`config.mk`:
```
export PLATFORM = sky130hd
export DESIGN_NAME = ahb_lite_input_stage_err_flat
export DESIGN_NICKNAME = d
export VERILOG_FILES = /design/src/rtl/ahb_lite_input_stage_err_if.sv /design/src/rtl/ahb_lite_input_stage_err.sv /design/src/flat_wrapper.sv
export SDC_FILE = /design/constraint.sdc
export NUM_CORES = 1
export LEC_CHECK = 0
export BUFFER_PORTS_ARGS = -buffer_cell sky130_fd_sc_hd__buf_4
export CAP_MARGIN = 25
export CORE_AREA = 8 8 129 131
export DETAILED_ROUTE_END_ITERATION = 12
export DIE_AREA = 0 0 137 139
export SYNTH_ARGS = -nofsm -noshare
export SYNTH_HDL_FRONTEND = slang
export SYNTH_SLANG_ARGS = --single-unit
```
`constraint.sdc`:
```
create_clock -name HCLK -period 2.2 [get_ports HCLK]
set_clock_uncertainty 0.1 [all_clocks]
set_input_delay 0.22 -clock HCLK [delete_from_list [all_inputs] [get_ports HCLK]]
set_output_delay 0.22 -clock HCLK [all_outputs]
set_load 0.02 [all_outputs]
```
`src/rtl/ahb_lite_input_stage_err_if.sv`:
```
// Master-side AHB-lite bus of one interconnect input stage.
// The master drives the address phase and the stage returns the data-phase response.
interface ahb_lite_input_stage_err_if #(
    parameter int W_ADDR = 32,
    parameter int W_DATA = 32
);
    logic              ma_HREADY;
    logic              ma_HSEL;
    logic              ma_HWRITE;
    logic              ma_HMASTLOCK;
    logic [1:0]        ma_HTRANS;
    logic [2:0]        ma_HBURST;
    logic [2:0]        ma_HSIZE;
    logic [3:0]        ma_HPROT;
    logic [W_ADDR-1:0] ma_HADDR;
    logic [W_DATA-1:0] ma_HWDATA;
    logic              out_ma_HREADY;
    logic [1:0]        out_ma_HRESP;
    logic [W_DATA-1:0] out_ma_HRDATA;

    modport master (
        output ma_HREADY, ma_HSEL, ma_HWRITE, ma_HMASTLOCK, ma_HTRANS, ma_HBURST,
               ma_HSIZE, ma_HPROT, ma_HADDR, ma_HWDATA,
        input  out_ma_HREADY, out_ma_HRESP, out_ma_HRDATA
    );

    modport slave (
        input  ma_HREADY, ma_HSEL, ma_HWRITE, ma_HMASTLOCK, ma_HTRANS, ma_HBURST,
               ma_HSIZE, ma_HPROT, ma_HADDR, ma_HWDATA,
        output out_ma_HREADY, out_ma_HRESP, out_ma_HRDATA
    );
endinterface

```
`src/rtl/ahb_lite_input_stage_err.sv`:
```
// AHB-lite interconnect input stage: decode, hold-until-granted, and a two-cycle ERROR for unmapped accesses.
// Define AHB_IS_TIMEOUT_EN to abort a starved held transfer with ERROR after WAIT_TIMEOUT cycles.
module ahb_lite_input_stage_err #(
    parameter int                          N_SLAVE      = 4,
    parameter int                          W_SLAVE      = 2,
    parameter int                          W_ADDR       = 32,
    parameter int                          W_DATA       = 32,
    parameter logic [N_SLAVE*W_ADDR-1:0]   SLV_BASE     = {N_SLAVE{{W_ADDR{1'b0}}}},
    parameter logic [N_SLAVE*W_ADDR-1:0]   SLV_MASK     = {N_SLAVE{32'hF000_0000}},
    parameter int                          WAIT_TIMEOUT = 16,
    parameter int                          W_TMO        = 8
) (
    input  logic                        HCLK,
    input  logic                        HRESETn,
    ahb_lite_input_stage_err_if.slave   mif,
    input  logic [N_SLAVE-1:0]          sl_active,
    input  logic [N_SLAVE-1:0]          sl_HREADY,
    input  logic [2*N_SLAVE-1:0]        sl_HRESP,
    input  logic [W_DATA*N_SLAVE-1:0]   sl_HRDATA,
    output logic [1:0]                  out_sl_HTRANS,
    output logic [2:0]                  out_sl_HBURST,
    output logic [2:0]                  out_sl_HSIZE,
    output logic [3:0]                  out_sl_HPROT,
    output logic                        out_sl_HMASTLOCK,
    output logic [W_ADDR-1:0]           out_sl_HADDR,
    output logic                        out_sl_HWRITE,
    output logic [W_DATA-1:0]           out_sl_HWDATA,
    output logic [N_SLAVE-1:0]          out_sl_HSEL,
    output logic                        out_held_trans,
    output logic [2:0]                  q_state
);
    typedef enum logic [2:0] {
        ST_IDLE = 3'd0,
        ST_XFER = 3'd1,
        ST_WAIT = 3'd2,
        ST_ERR1 = 3'd3,
        ST_ERR2 = 3'd4
    } state_t;

    localparam logic [1:0] HTRANS_IDLE = 2'b00;
    localparam logic [1:0] HRESP_OKAY  = 2'b00;
    localparam logic [1:0] HRESP_ERROR = 2'b01;

    if ((WAIT_TIMEOUT < 1) || (WAIT_TIMEOUT > (2 ** W_TMO) - 1)) begin : g_bad_timeout
        $fatal(1, "WAIT_TIMEOUT does not fit the W_TMO counter");
    end

    state_t              state_r, nxt_state_s;
    logic [W_SLAVE-1:0]  q_slave_r, dec_idx_s;
    logic [N_SLAVE-1:0]  match_s;
    logic                mapped_s, req_s, accept_s, pass_s, cap_en_s, tmo_hit_s;
    logic [1:0]          cap_htrans_r;
    logic [2:0]          cap_hburst_r, cap_hsize_r;
    logic [3:0]          cap_hprot_r;
    logic [W_ADDR-1:0]   cap_haddr_r;
    logic                cap_hwrite_r, cap_hlock_r;

    assign req_s         = mif.ma_HSEL & mif.ma_HTRANS[1];
    assign out_sl_HWDATA = mif.ma_HWDATA;
    assign q_state       = state_r;
    assign mif.out_ma_HRDATA = sl_HRDATA[int'(q_slave_r) * W_DATA +: W_DATA];

    // Forwarded address phase: captured copy while held, live master bus otherwise.
    always_comb begin
        out_sl_HTRANS    = mif.ma_HTRANS;
        out_sl_HBURST    = mif.ma_HBURST;
        out_sl_HSIZE     = mif.ma_HSIZE;
        out_sl_HPROT     = mif.ma_HPROT;
        out_sl_HMASTLOCK = mif.ma_HMASTLOCK;
        out_sl_HADDR     = mif.ma_HADDR;
        out_sl_HWRITE    = mif.ma_HWRITE;
        case (state_r)
            ST_WAIT: begin
                out_sl_HTRANS    = cap_htrans_r;
                out_sl_HBURST    = cap_hburst_r;
                out_sl_HSIZE     = cap_hsize_r;
                out_sl_HPROT     = cap_hprot_r;
                out_sl_HMASTLOCK = cap_hlock_r;
                out_sl_HADDR     = cap_haddr_r;
                out_sl_HWRITE    = cap_hwrite_r;
            end
            ST_ERR1: out_sl_HTRANS = HTRANS_IDLE;
            default: out_sl_HTRANS = mif.ma_HTRANS;
        endcase
    end

    for (genvar i = 0; i < N_SLAVE; i++) begin : g_match
        assign match_s[i] = (out_sl_HADDR & SLV_MASK[i*W_ADDR +: W_ADDR]) == SLV_BASE[i*W_ADDR +: W_ADDR];
    end

    // Lowest matching slave index wins; the one-hot select isolates the lowest set match bit.
    always_comb begin
        dec_idx_s = '0;
        for (int i = N_SLAVE - 1; i >= 0; i--) begin
            dec_idx_s = match_s[i] ? W_SLAVE'(i) : dec_idx_s;
        end
    end

    assign mapped_s    = |match_s;
    assign out_sl_HSEL = match_s & (~match_s + N_SLAVE'(1'b1));

`ifdef AHB_IS_TIMEOUT_EN
    logic [W_TMO-1:0] tmo_cnt_r;

    assign tmo_hit_s = (tmo_cnt_r == W_TMO'(WAIT_TIMEOUT - 1));

    // Counts consecutive starved cycles in WAIT; any exit clears it.
    always_ff @(posedge HCLK or negedge HRESETn) begin
        if (!HRESETn) begin
            tmo_cnt_r <= '0;
        end else if ((state_r == ST_WAIT) && (nxt_state_s == ST_WAIT)) begin
            tmo_cnt_r <= tmo_cnt_r + W_TMO'(1);
        end else begin
            tmo_cnt_r <= '0;
        end
    end
`else
    assign tmo_hit_s = 1'b0;
`endif

    // Next state and master-side response; acceptance is evaluated in IDLE, ERR2 and XFER.
    always_comb begin
        nxt_state_s       = state_r;
        accept_s          = 1'b0;
        pass_s            = 1'b0;
        cap_en_s          = 1'b0;
        out_held_trans    = 1'b0;
        mif.out_ma_HREADY = 1'b1;
        mif.out_ma_HRESP  = HRESP_OKAY;
        case (state_r)
            ST_IDLE: begin
                pass_s         = 1'b1;
                accept_s       = req_s & mif.ma_HREADY;
                out_held_trans = req_s & mapped_s;
            end
            ST_ERR2: begin
                mif.out_ma_HRESP = HRESP_ERROR;
                pass_s           = 1'b1;
                accept_s         = req_s & mif.ma_HREADY;
                out_held_trans   = req_s & mapped_s;
            end
            ST_XFER: begin
                mif.out_ma_HREADY = sl_HREADY[q_slave_r];
                mif.out_ma_HRESP  = sl_HRESP[2*int'(q_slave_r) +: 2];
                pass_s            = sl_HREADY[q_slave_r];
                accept_s          = req_s & sl_HREADY[q_slave_r];
                out_held_trans    = req_s & mapped_s;
            end
            ST_WAIT: begin
                mif.out_ma_HREADY = 1'b0;
                out_held_trans    = 1'b1;
                if (sl_active[q_slave_r] && sl_HREADY[q_slave_r]) begin
                    nxt_state_s = ST_XFER;
                end else if (tmo_hit_s) begin
                    nxt_state_s = ST_ERR1;
                end else begin
                    nxt_state_s = ST_WAIT;
                end
            end
            ST_ERR1: begin
                mif.out_ma_HREADY = 1'b0;
                mif.out_ma_HRESP  = HRESP_ERROR;
                nxt_state_s       = ST_ERR2;
            end
            default: nxt_state_s = ST_IDLE;
        endcase

        if (pass_s) begin
            if (!accept_s) begin
                nxt_state_s = ST_IDLE;
            end else if (!mapped_s) begin
                nxt_state_s = ST_ERR1;
            end else if (sl_active[dec_idx_s]) begin
                nxt_state_s = ST_XFER;
            end else begin
                nxt_state_s = ST_WAIT;
                cap_en_s    = 1'b1;
            end
        end else begin
            cap_en_s = 1'b0;
        end
    end

    // State, target slave and captured address phase.
    always_ff @(posedge HCLK or negedge HRESETn) begin
        if (!HRESETn) begin
            state_r      <= ST_IDLE;
            q_slave_r    <= '0;
            cap_htrans_r <= HTRANS_IDLE;
            cap_hburst_r <= 3'b000;
            cap_hsize_r  <= 3'b010;
            cap_hprot_r  <= 4'b0011;
            cap_haddr_r  <= '0;
            cap_hwrite_r <= 1'b0;
            cap_hlock_r  <= 1'b0;
        end else begin
            state_r <= nxt_state_s;
            if (pass_s && accept_s) begin
                q_slave_r <= dec_idx_s;
            end
            if (cap_en_s) begin
                cap_htrans_r <= mif.ma_HTRANS;
                cap_hburst_r <= mif.ma_HBURST;
                cap_hsize_r  <= mif.ma_HSIZE;
                cap_hprot_r  <= mif.ma_HPROT;
                cap_haddr_r  <= mif.ma_HADDR;
                cap_hwrite_r <= mif.ma_HWRITE;
                cap_hlock_r  <= mif.ma_HMASTLOCK;
            end
        end
    end
endmodule

```
`src/flat_wrapper.sv`:
```
// flat-port wrapper written by rule: the top's interface ports become plain ports
module ahb_lite_input_stage_err_flat 
#(
    parameter int                          N_SLAVE      = 4,
    parameter int                          W_SLAVE      = 2,
    parameter int                          W_ADDR       = 32,
    parameter int                          W_DATA       = 32,
    parameter logic [N_SLAVE*W_ADDR-1:0]   SLV_BASE     = {N_SLAVE{{W_ADDR{1'b0}}}},
    parameter logic [N_SLAVE*W_ADDR-1:0]   SLV_MASK     = {N_SLAVE{32'hF000_0000}},
    parameter int                          WAIT_TIMEOUT = 16,
    parameter int                          W_TMO        = 8
)
  (HCLK, HRESETn, sl_active, sl_HREADY, sl_HRESP, sl_HRDATA, out_sl_HTRANS, out_sl_HBURST, out_sl_HSIZE, out_sl_HPROT, out_sl_HMASTLOCK, out_sl_HADDR, out_sl_HWRITE, out_sl_HWDATA, out_sl_HSEL, out_held_trans, q_state, mif_ma_HREADY, mif_ma_HSEL, mif_ma_HWRITE, mif_ma_HMASTLOCK, mif_ma_HTRANS, mif_ma_HBURST, mif_ma_HSIZE, mif_ma_HPROT, mif_ma_HADDR, mif_ma_HWDATA, mif_out_ma_HREADY, mif_out_ma_HRESP, mif_out_ma_HRDATA);
  ahb_lite_input_stage_err_if #(.W_ADDR(W_ADDR), .W_DATA(W_DATA)) mif_i ();
  input  logic HCLK;
  input  logic HRESETn;
  input  logic [N_SLAVE-1:0] sl_active;
  input  logic [N_SLAVE-1:0] sl_HREADY;
  input  logic [2*N_SLAVE-1:0] sl_HRESP;
  input  logic [W_DATA*N_SLAVE-1:0] sl_HRDATA;
  output logic [1:0] out_sl_HTRANS;
  output logic [2:0] out_sl_HBURST;
  output logic [2:0] out_sl_HSIZE;
  output logic [3:0] out_sl_HPROT;
  output logic out_sl_HMASTLOCK;
  output logic [W_ADDR-1:0] out_sl_HADDR;
  output logic out_sl_HWRITE;
  output logic [W_DATA-1:0] out_sl_HWDATA;
  output logic [N_SLAVE-1:0] out_sl_HSEL;
  output logic out_held_trans;
  output logic [2:0] q_state;
  input wire logic [$bits(mif_i.ma_HREADY)-1:0] mif_ma_HREADY;
  input wire logic [$bits(mif_i.ma_HSEL)-1:0] mif_ma_HSEL;
  input wire logic [$bits(mif_i.ma_HWRITE)-1:0] mif_ma_HWRITE;
  input wire logic [$bits(mif_i.ma_HMASTLOCK)-1:0] mif_ma_HMASTLOCK;
  input wire logic [$bits(mif_i.ma_HTRANS)-1:0] mif_ma_HTRANS;
  input wire logic [$bits(mif_i.ma_HBURST)-1:0] mif_ma_HBURST;
  input wire logic [$bits(mif_i.ma_HSIZE)-1:0] mif_ma_HSIZE;
  input wire logic [$bits(mif_i.ma_HPROT)-1:0] mif_ma_HPROT;
  input wire logic [$bits(mif_i.ma_HADDR)-1:0] mif_ma_HADDR;
  input wire logic [$bits(mif_i.ma_HWDATA)-1:0] mif_ma_HWDATA;
  output wire logic [$bits(mif_i.out_ma_HREADY)-1:0] mif_out_ma_HREADY;
  output wire logic [$bits(mif_i.out_ma_HRESP)-1:0] mif_out_ma_HRESP;
  output wire logic [$bits(mif_i.out_ma_HRDATA)-1:0] mif_out_ma_HRDATA;
  assign mif_i.ma_HREADY = mif_ma_HREADY;
  assign mif_i.ma_HSEL = mif_ma_HSEL;
  assign mif_i.ma_HWRITE = mif_ma_HWRITE;
  assign mif_i.ma_HMASTLOCK = mif_ma_HMASTLOCK;
  assign mif_i.ma_HTRANS = mif_ma_HTRANS;
  assign mif_i.ma_HBURST = mif_ma_HBURST;
  assign mif_i.ma_HSIZE = mif_ma_HSIZE;
  assign mif_i.ma_HPROT = mif_ma_HPROT;
  assign mif_i.ma_HADDR = mif_ma_HADDR;
  assign mif_i.ma_HWDATA = mif_ma_HWDATA;
  assign mif_out_ma_HREADY = mif_i.out_ma_HREADY;
  assign mif_out_ma_HRESP = mif_i.out_ma_HRESP;
  assign mif_out_ma_HRDATA = mif_i.out_ma_HRDATA;
  ahb_lite_input_stage_err #(.N_SLAVE(N_SLAVE), .W_SLAVE(W_SLAVE), .W_ADDR(W_ADDR), .W_DATA(W_DATA), .SLV_BASE(SLV_BASE), .SLV_MASK(SLV_MASK), .WAIT_TIMEOUT(WAIT_TIMEOUT), .W_TMO(W_TMO)) u_core (.HCLK(HCLK), .HRESETn(HRESETn), .mif(mif_i), .sl_active(sl_active), .sl_HREADY(sl_HREADY), .sl_HRESP(sl_HRESP), .sl_HRDATA(sl_HRDATA), .out_sl_HTRANS(out_sl_HTRANS), .out_sl_HBURST(out_sl_HBURST), .out_sl_HSIZE(out_sl_HSIZE), .out_sl_HPROT(out_sl_HPROT), .out_sl_HMASTLOCK(out_sl_HMASTLOCK), .out_sl_HADDR(out_sl_HADDR), .out_sl_HWRITE(out_sl_HWRITE), .out_sl_HWDATA(out_sl_HWDATA), .out_sl_HSEL(out_sl_HSEL), .out_held_trans(out_held_trans), .q_state(q_state));
endmodule
```
==> results of run 1 <==
[how the worst min path moves through the flow]
stage | start | endpoint | slack, ps | depth (start not counted)
final | mif_ma_HADDR[22] | u_core.cap_haddr_r[22] | 60 | 2
after global routing | mif_ma_HADDR[21] | u_core.cap_haddr_r[21] | 50 | 2
after CTS | mif_ma_HADDR[22] | u_core.cap_haddr_r[22] | 40 | 2
after floorplan | HRESETn | u_core.cap_haddr_r[0] | -180 | 0
after detailed placement | HRESETn | u_core.cap_hburst_r[0] | 200 | 1
after global placement | HRESETn | u_core.cap_haddr_r[25] | 200 | 1
[state kept, by name, indices dropped and copies added (netlist names)]
| signal | cells |
|---|---|
| u_core.cap_hburst_r | 3 |
| u_core.cap_hwrite_r | 1 |
| u_core.cap_htrans_r | 2 |
| u_core.cap_hlock_r | 1 |
| u_core.q_state | 3 |
| u_core.cap_haddr_r | 32 |
| u_core.cap_hprot_r | 4 |
| u_core.cap_hsize_r | 3 |
[worst reg2reg max path: stages (launching register included)]
cell       delay [ps]
dfrtp_2           420
buf_4             130
buf_4             140
nand2_1            60
a2bb2oi_1         320
or3_4             230
buf_12            200
mux2_2            380
[what timing repair did]
item | CTS | global route
resized for setup | 6 | 5
setup endpoints to repair | 21 | 33
pin swaps | 1 | 1
buffers inserted | 3 | 2
gates cloned | 1 | 0
hold buffers | 1 | 0
hold endpoints to repair | 46 | 0
[kinds of logic (layout without fill, tap and decap cells)]
kind of cell,count (synthesis),after routing
other,1,3
buffers and inverters,81,133
AO/OA/AOI/OAI,11,11
AND/OR/NAND/NOR,27,27
flip-flops,49,49
multiplexers,86,86
[area by class of cell]
class,instances,area (µm²)
Inverter,2,7.51
Sequential cell,49,1230
Timing Repair Buffer,123,1000
Clock buffer,6,129
Clock inverter,2,10.0
Tap cell,188,235
Fill cell,1550,10800
Multi-Input combinational cell,127,1370
[cell usage after synthesis]
master	number	area, µm²
mux2_4	35	526
a22o_1	1	8.76
clkbuf_1	1	3.75
nor4b_1	1	8.76
dfstp_2	3	78.8
conb_1	1	3.75
or3_1	2	12.5
and2_1	4	25.0
a21o_1	1	7.51
a211o_1	1	8.76
buf_4	67	503
nand2b_1	2	12.5
inv_1	2	7.51
nor3_1	2	10.0
nand2_1	5	18.8
nand3b_1	1	7.51
dfrtp_1	46	1150
nor4_1	1	6.26
a2bb2oi_1	1	8.76
nor2_1	5	18.8
buf_2	6	30.0
nand4b_1	1	8.76
o21ai_0	4	20.0
o31a_1	1	8.76
nor3b_1	1	7.51
mux2_2	51	574
o21bai_1	1	7.51
buf_6	5	56.3
nand4_1	1	6.26
nor4_2	1	12.5
a21boi_0	1	7.51
[where the power goes]
group | internal (mW) | switching [mW] | total, mW
Clock | 0.419 | 0.342 | 0.761
Combinational | 1.23 | 1.11 | 2.35
Sequential | 1.03 | 0.0714 | 1.10
[metal layers]
metal / share of wire, % / track usage [%] / vias to the layer above
met5: 0 / 0 / -
met4: 2.2 / 4.06 / 0
met3: 9.9 / 3.41 / 12
met2: 50 / 13.1 / 91
met1: 38 / 8.67 / 982
li1: - / - / 917
[per-stage QoR]
| stage | instances | total power, mW | setup TNS, ps | hold slack, ps | setup slack [ps] |
|---|---|---|---|---|---|
| after floorplan | 257 | 2.60 | 0 | -176 | 211 |
| after global placement | 482 | 3.27 | -1640 | 199 | -54.2 |
| after detailed placement | 482 | 3.29 | -1080 | 203 | -43.9 |
| after CTS | 495 | 4.26 | 0 | 43.3 | 8.52 |
| after global routing | 497 | 4.48 | -83.7 | 46.2 | -15.9 |
| final | 497 | 4.21 | 0 | 57.7 | 55.8 |
==> metrics.csv, run 1 <==
stage,metric,value,unit
outcome,status,finished clean,
worst_setup_path,slowest CP cell,dfrtp_2,
place,IO Port Bufs,107,
drt,initial DRC count,45,
floorplan,core box area,14800,µm²
job,Max Cap Violations,0,
floorplan,die area,19000,µm²
drt,post-route ant nets,0,
clock_tree,clk slew on worst S/H paths,70,ps
synthesis,sequential area share after synthesis,38.8,%
floorplan,io pins,347,
sta,final worst-path cycle share,97.5,%
power,Power Density,1060,nW/µm²
cells_and_area,most frequent cells in the layout,"buf_4, mux2_2, dfrtp_1",
worst_setup_path,CP max stage delay,420,ps
floorplan,FP Rows,45,
worst_hold_path,Hold Path Class,in -> reg,
synthesis,#FFs+latches synth,49,
drt,WL/cell,15.3,µm
worst_setup_path,"CP delay by family, top",buffers and inverters,
worst_setup_path,crit path kind,reg -> out,
synthesis,synth unique cells,31,
clock_tree,# clock sinks,49,
floorplan,Die H,139,µm
synthesis,post-synthesis mux area share,34.7,%
worst_setup_path,worst reg2reg path depth,7,
global_routing,Tot GR Track Use,8.05,%
floorplan,Die Wd,137,µm
sta,max-slew violations,0,
clock_tree,root buf cell,clkbuf_16,
worst_setup_path,CP Cell Sequence,nor3b_4 -> buf_6 -> buf_12 -> mux2_2 -> buf_4,
global_routing,gr ovfl total,0,
synthesis,Mapped Cells,255,
worst_setup_path,Worst setup SP type,register,
worst_setup_path,worst-path fanout max,21,
power,Max IR drop VDD,0.324,mV
worst_setup_path,worst reg2reg path startpoint,u_core.q_state[0],
cells_and_area,Ant. Diodes,0,
synthesis,Post-Synth Adder-Cell Area,0,%
floorplan,Initial Util,21.5,%
global_routing,largest net degree at the start of global routing,50,
clock_tree,number of H-tree levels,2,
drt,drt drc,0,
sta,final setup vio count,0,
drt,"wirelength, routed",7580,µm
drt,first drt pass iteration count,3,
synthesis,syn avg cell area,12.4,µm²
sta,fin crit period,2140,ps
clock_tree,CTS tree,yes,
sta,maximum clock frequency,466,MHz
power,Leak,2.02,nW
cells_and_area,share of post-route cells with drive strength above 1,72.2,%
place,cell area after placement,3730,µm²
drt,via count,2002,
worst_setup_path,"Buf+Inv Stages, Crit Path",3,
clock_tree,Worst-Skew Late Latency,290,ps
global_routing,vias in the first global route,2278,
cells_and_area,Layout area overhead,25.7,%
drt,Vias/cell,4.03,
synthesis,Compound-Gate Fraction of Synth Area,2.45,%
worst_setup_path,FF-to-FF setup slack,100,ps
synthesis,largest family of logic cells by synthesized area,multiplexers,
sta,Slew @ Worst Pin,647,ps
synthesis,Ys Warns,0,
sta,RSZ-0062 raised after global routing,true,
worst_setup_path,CP startpoint,u_core.q_state[0],
global_routing,initial antenna violation count,0,
worst_setup_path,WP data required,1880,ps
cells_and_area,"commonest non-fill, non-tap cell in the layout",buf_4,
place,DP HPWL,5640,µm
worst_setup_path,endpoint type of the worst setup path,output pin,
worst_setup_path,Crit Reg-Reg Endpoint,u_core.cap_haddr_r[24],
cells_and_area,nets@finish,534,
global_routing,global-route wire length before repair,12200,µm
place,gpl congestion,0.706,
sta,Slew headroom,56.9,%
sta,Hold Fails Final Rpt,0,
clock_tree,Max clock buf depth,2,
worst_setup_path,critical path depth,5,
synthesis,area of the mapped netlist,3170,µm²
clock_tree,number of CTS-inserted buffers,5,
synthesis,Synth Area in XOR/XNOR,0,%
worst_setup_path,Critical Path AT,1820,ps
cells_and_area,fin area,3980,µm²
cells_and_area,Post-Route Utilization,27.0,%
synthesis,Post-Synth Simple-Gate Area,4.90,%
worst_setup_path,crit path capture,out_sl_HADDR[7],
Power figures use the tool's default switching activity.
==> inputs of run 2 (changes only) <==
--- a/config.mk
+++ b/config.mk
@@ -8,6 +8,7 @@
 export BUFFER_PORTS_ARGS = -buffer_cell sky130_fd_sc_hd__buf_4
 export CAP_MARGIN = 25
 export CORE_AREA = 8 8 129 131
+export CTS_CLUSTER_SIZE = 40
 export DETAILED_ROUTE_END_ITERATION = 12
 export DIE_AREA = 0 0 137 139
 export SYNTH_ARGS = -nofsm -noshare
==> constraint.sdc (replaced) <==
create_clock -name HCLK -period 1.7 [get_ports HCLK]
set_clock_uncertainty 0.1 [all_clocks]
set_input_delay 0.17 -clock HCLK [delete_from_list [all_inputs] [get_ports HCLK]]
set_output_delay 0.17 -clock HCLK [all_outputs]
set_load 0.02 [all_outputs]
==> run 2 against run 1 <==
Net effect:
- highest routed layer unchanged
- critical path depth up 1
- worst hold slack worse by 43 ps
- utilization up 5.6 points
- design area up 21%
- first-iteration DRC count up 98%
- clock-buffer cell count down 1
- die area unchanged
- combinational power up 74%
- via count up 6.7%
- sequential power up 31%
- largest power group unchanged
- non-clock buffer count up 26
- the flow now finishes with violations (setup timing)
==> metrics.csv, run 2 (same netlist as run 1, synthesis figures left out) <==
stage,metric,value,unit,change
place,cell area after placement,3980,µm²,+6.7%
cells_and_area,Ant. Diodes,0,,unchanged
floorplan,die area,19000,µm²,unchanged
clock_tree,Worst-Skew Late Latency,290,ps,about the same
global_routing,vias in the first global route,2395,,+5.1%
clock_tree,number of H-tree levels,2,,unchanged
clock_tree,clk slew on worst S/H paths,70,ps,about the same
worst_setup_path,Critical Path AT,1800,ps,-20 ps
drt,Vias/cell,4.09,,+1.4%
power,Tot Pwr,6.80,mW,+62%
cells_and_area,Finished Layout Cells,523,,+5.2%
floorplan,Die Wd,137,µm,unchanged
cells_and_area,Filler cells,1493,,-3.7%
floorplan,Die H,139,µm,unchanged
global_routing,initial antenna violation count,0,,unchanged
drt,met3 WL,650,µm,-13%
clock_tree,CTS tree,yes,,
sta,Hold Fails Final Rpt,0,,unchanged
worst_setup_path,worst reg2reg path startpoint,u_core.q_state[0],,
cells_and_area,fin area,4800,µm²,+21%
global_routing,Tot GR Track Use,9.25,%,+1.2 points
cells_and_area,Biggest register,u_core.cap_haddr_r,,
cells_and_area,multi-input logic area,1600,µm²,+17%
worst_setup_path,WP data required,1430,ps,-450 ps
drt,first drt pass iteration count,4,,+1
drt,via count,2137,,+6.7%
global_routing,global-route wire length before repair,13600,µm,+12%
place,total placed cells including tap cells,490,,+1.7%
worst_hold_path,HP Start,mif_ma_HSIZE[2],,
sta,maximum clock frequency,484,MHz,
job,Max Cap Violations,0,,unchanged
cells_and_area,most frequent cells in the layout,"buf_4, mux2_4, buf_6",,
worst_setup_path,CP startpoint,u_core.q_state[1],,
cells_and_area,largest registers,"u_core.cap_haddr_r: 32 flops, u_core.cap_hprot_r: 4 flops",,
sta,max-slew violations,0,,unchanged
drt,drt drc,0,,unchanged
place,DP HPWL,5700,µm,+0.99%
sta,final setup vio count,99,,+99
drt,"wirelength, routed",9120,µm,+20%
place,gpl congestion,0.728,,+3.1%
global_routing,largest net degree at the start of global routing,26,,-48%
sta,RSZ-0062 raised after global routing,true,,
floorplan,FP Rows,45,,unchanged
clock_tree,number of CTS-inserted buffers,5,,unchanged
place,Setup WS pre-CTS,-411,ps,-367 ps
drt,WL/cell,17.4,µm,+14%
cells_and_area,Layout area overhead,51.7,%,
cells_and_area,register area,1230,µm²,+0.10%
power,Power Density,1410,nW/µm²,+34%
worst_setup_path,worst-path fanout max,13,,-38%
drt,wl on met1,3690,µm,+28%
clock_tree,Max clock buf depth,2,,unchanged
drt,post-route ant nets,0,,unchanged
drt,routed wl met2,4590,µm,+22%
worst_setup_path,Worst setup SP type,register,,
cells_and_area,number of flip-flops in the largest register,32,,unchanged
clock_tree,# clock sinks,49,,unchanged
sta,PnR worst setup slack,-368,ps,-423 ps
floorplan,core box area,14800,µm²,unchanged
sta,final worst-path cycle share,122,%,
worst_setup_path,crit path kind,reg -> out,,
cells_and_area,share of post-route cells with drive strength above 1,80.3,%,+8.1 points
worst_hold_path,Hold Path Class,in -> reg,,
power,Max IR drop VDD,0.493,mV,+52%
cells_and_area,nets@finish,560,,+4.9%
drt,highest routed layer,met4,,
cells_and_area,"commonest non-fill, non-tap cell in the layout",buf_4,,
floorplan,Initial Util,21.5,%,unchanged
sta,fin crit period,2070,ps,
worst_setup_path,endpoint type of the worst setup path,output pin,,
global_routing,gr ovfl total,0,,unchanged
power,Leak,2.46,nW,+22%
place,IO Port Bufs,107,,unchanged
floorplan,io pins,347,,unchanged
clock_tree,root buf cell,clkbuf_16,,
outcome,status,"finished, violations left",,
outcome,violated checks,setup timing,,
drt,initial DRC count,89,,+98%
## run 2: changes by cell type in the layout (fill, tap and decap cells not counted), sizes merged
cell / delta
buf: +25
bufinv: +2
clkinv: -1
## run 2: metrics by stage
stage | setup TNS [ps] | utilization (%) | hold WS [ps]
after floorplan | -10310 | - | -226
after global placement | -22280 | 27.0 | 6.97
after detailed placement | -23330 | 27.0 | 4.94
after CTS | -26600 | 31.9 | 4.91
after global routing | -34920 | 32.6 | 8.12
final | -28720 | 32.6 | 14.2
## run 2: layout make-up
type | count | share of cell area [%]
clock inverter | 3 | 1.35
clock buffer | 5 | 2.60
multi-input combinational | 127 | 33.3
inverter | 2 | 0.208
timing repair buffer | 149 | 32.0
tap | 188 | 4.90
sequential | 49 | 25.7
## run 2: critical path, cell delays in order, from the launching register on
cell and delay, ps:
dfrtp_2 370, buf_6 100, nor3b_4 240, buf_12 190, buf_12 160, mux2_4 310
buf_6 130
## run 2: per-layer routing
layer	vias up	global-route usage (%)
met2	97	15.8
met5	-	0
met1	1042	10.6
met4	0	4.23
met3	28	2.17
li1	970	-
## run 2: what timing repair did
item,4_1_cts,5_1_grt
setup endpoints to repair,96,98
setup buffers,13,6
endpoints found under the hold margin,24,0
pin swaps,4,5
resized for setup,69,27
gates cloned,7,1
hold buffers,1,0
## run 2: report_power, final
part / switching [mW] / total [mW] / internal [mW]
combinational: 1.75 / 4.08 / 2.33
sequential: 0.101 / 1.44 / 1.34
clock: 0.440 / 1.28 / 0.841
total: 2.29 / 6.80 / 4.51
## run 2: final timing paths
check | cells after the start | slack [ps] | endpoint
setup / recovery | 6 | -370 | out_sl_HBURST[1]
hold / removal | 2 | 10 | u_core.cap_hsize_r[2]
setup reg to reg | 8 | -340 | u_core.cap_haddr_r[3]
hold reg to reg | 1 | 410 | u_core.cap_hsize_r[0]
max in group asynchronous | 3 | 800 | u_core.q_state[0]
min in group asynchronous | 2 | 220 | u_core.cap_haddr_r[6]
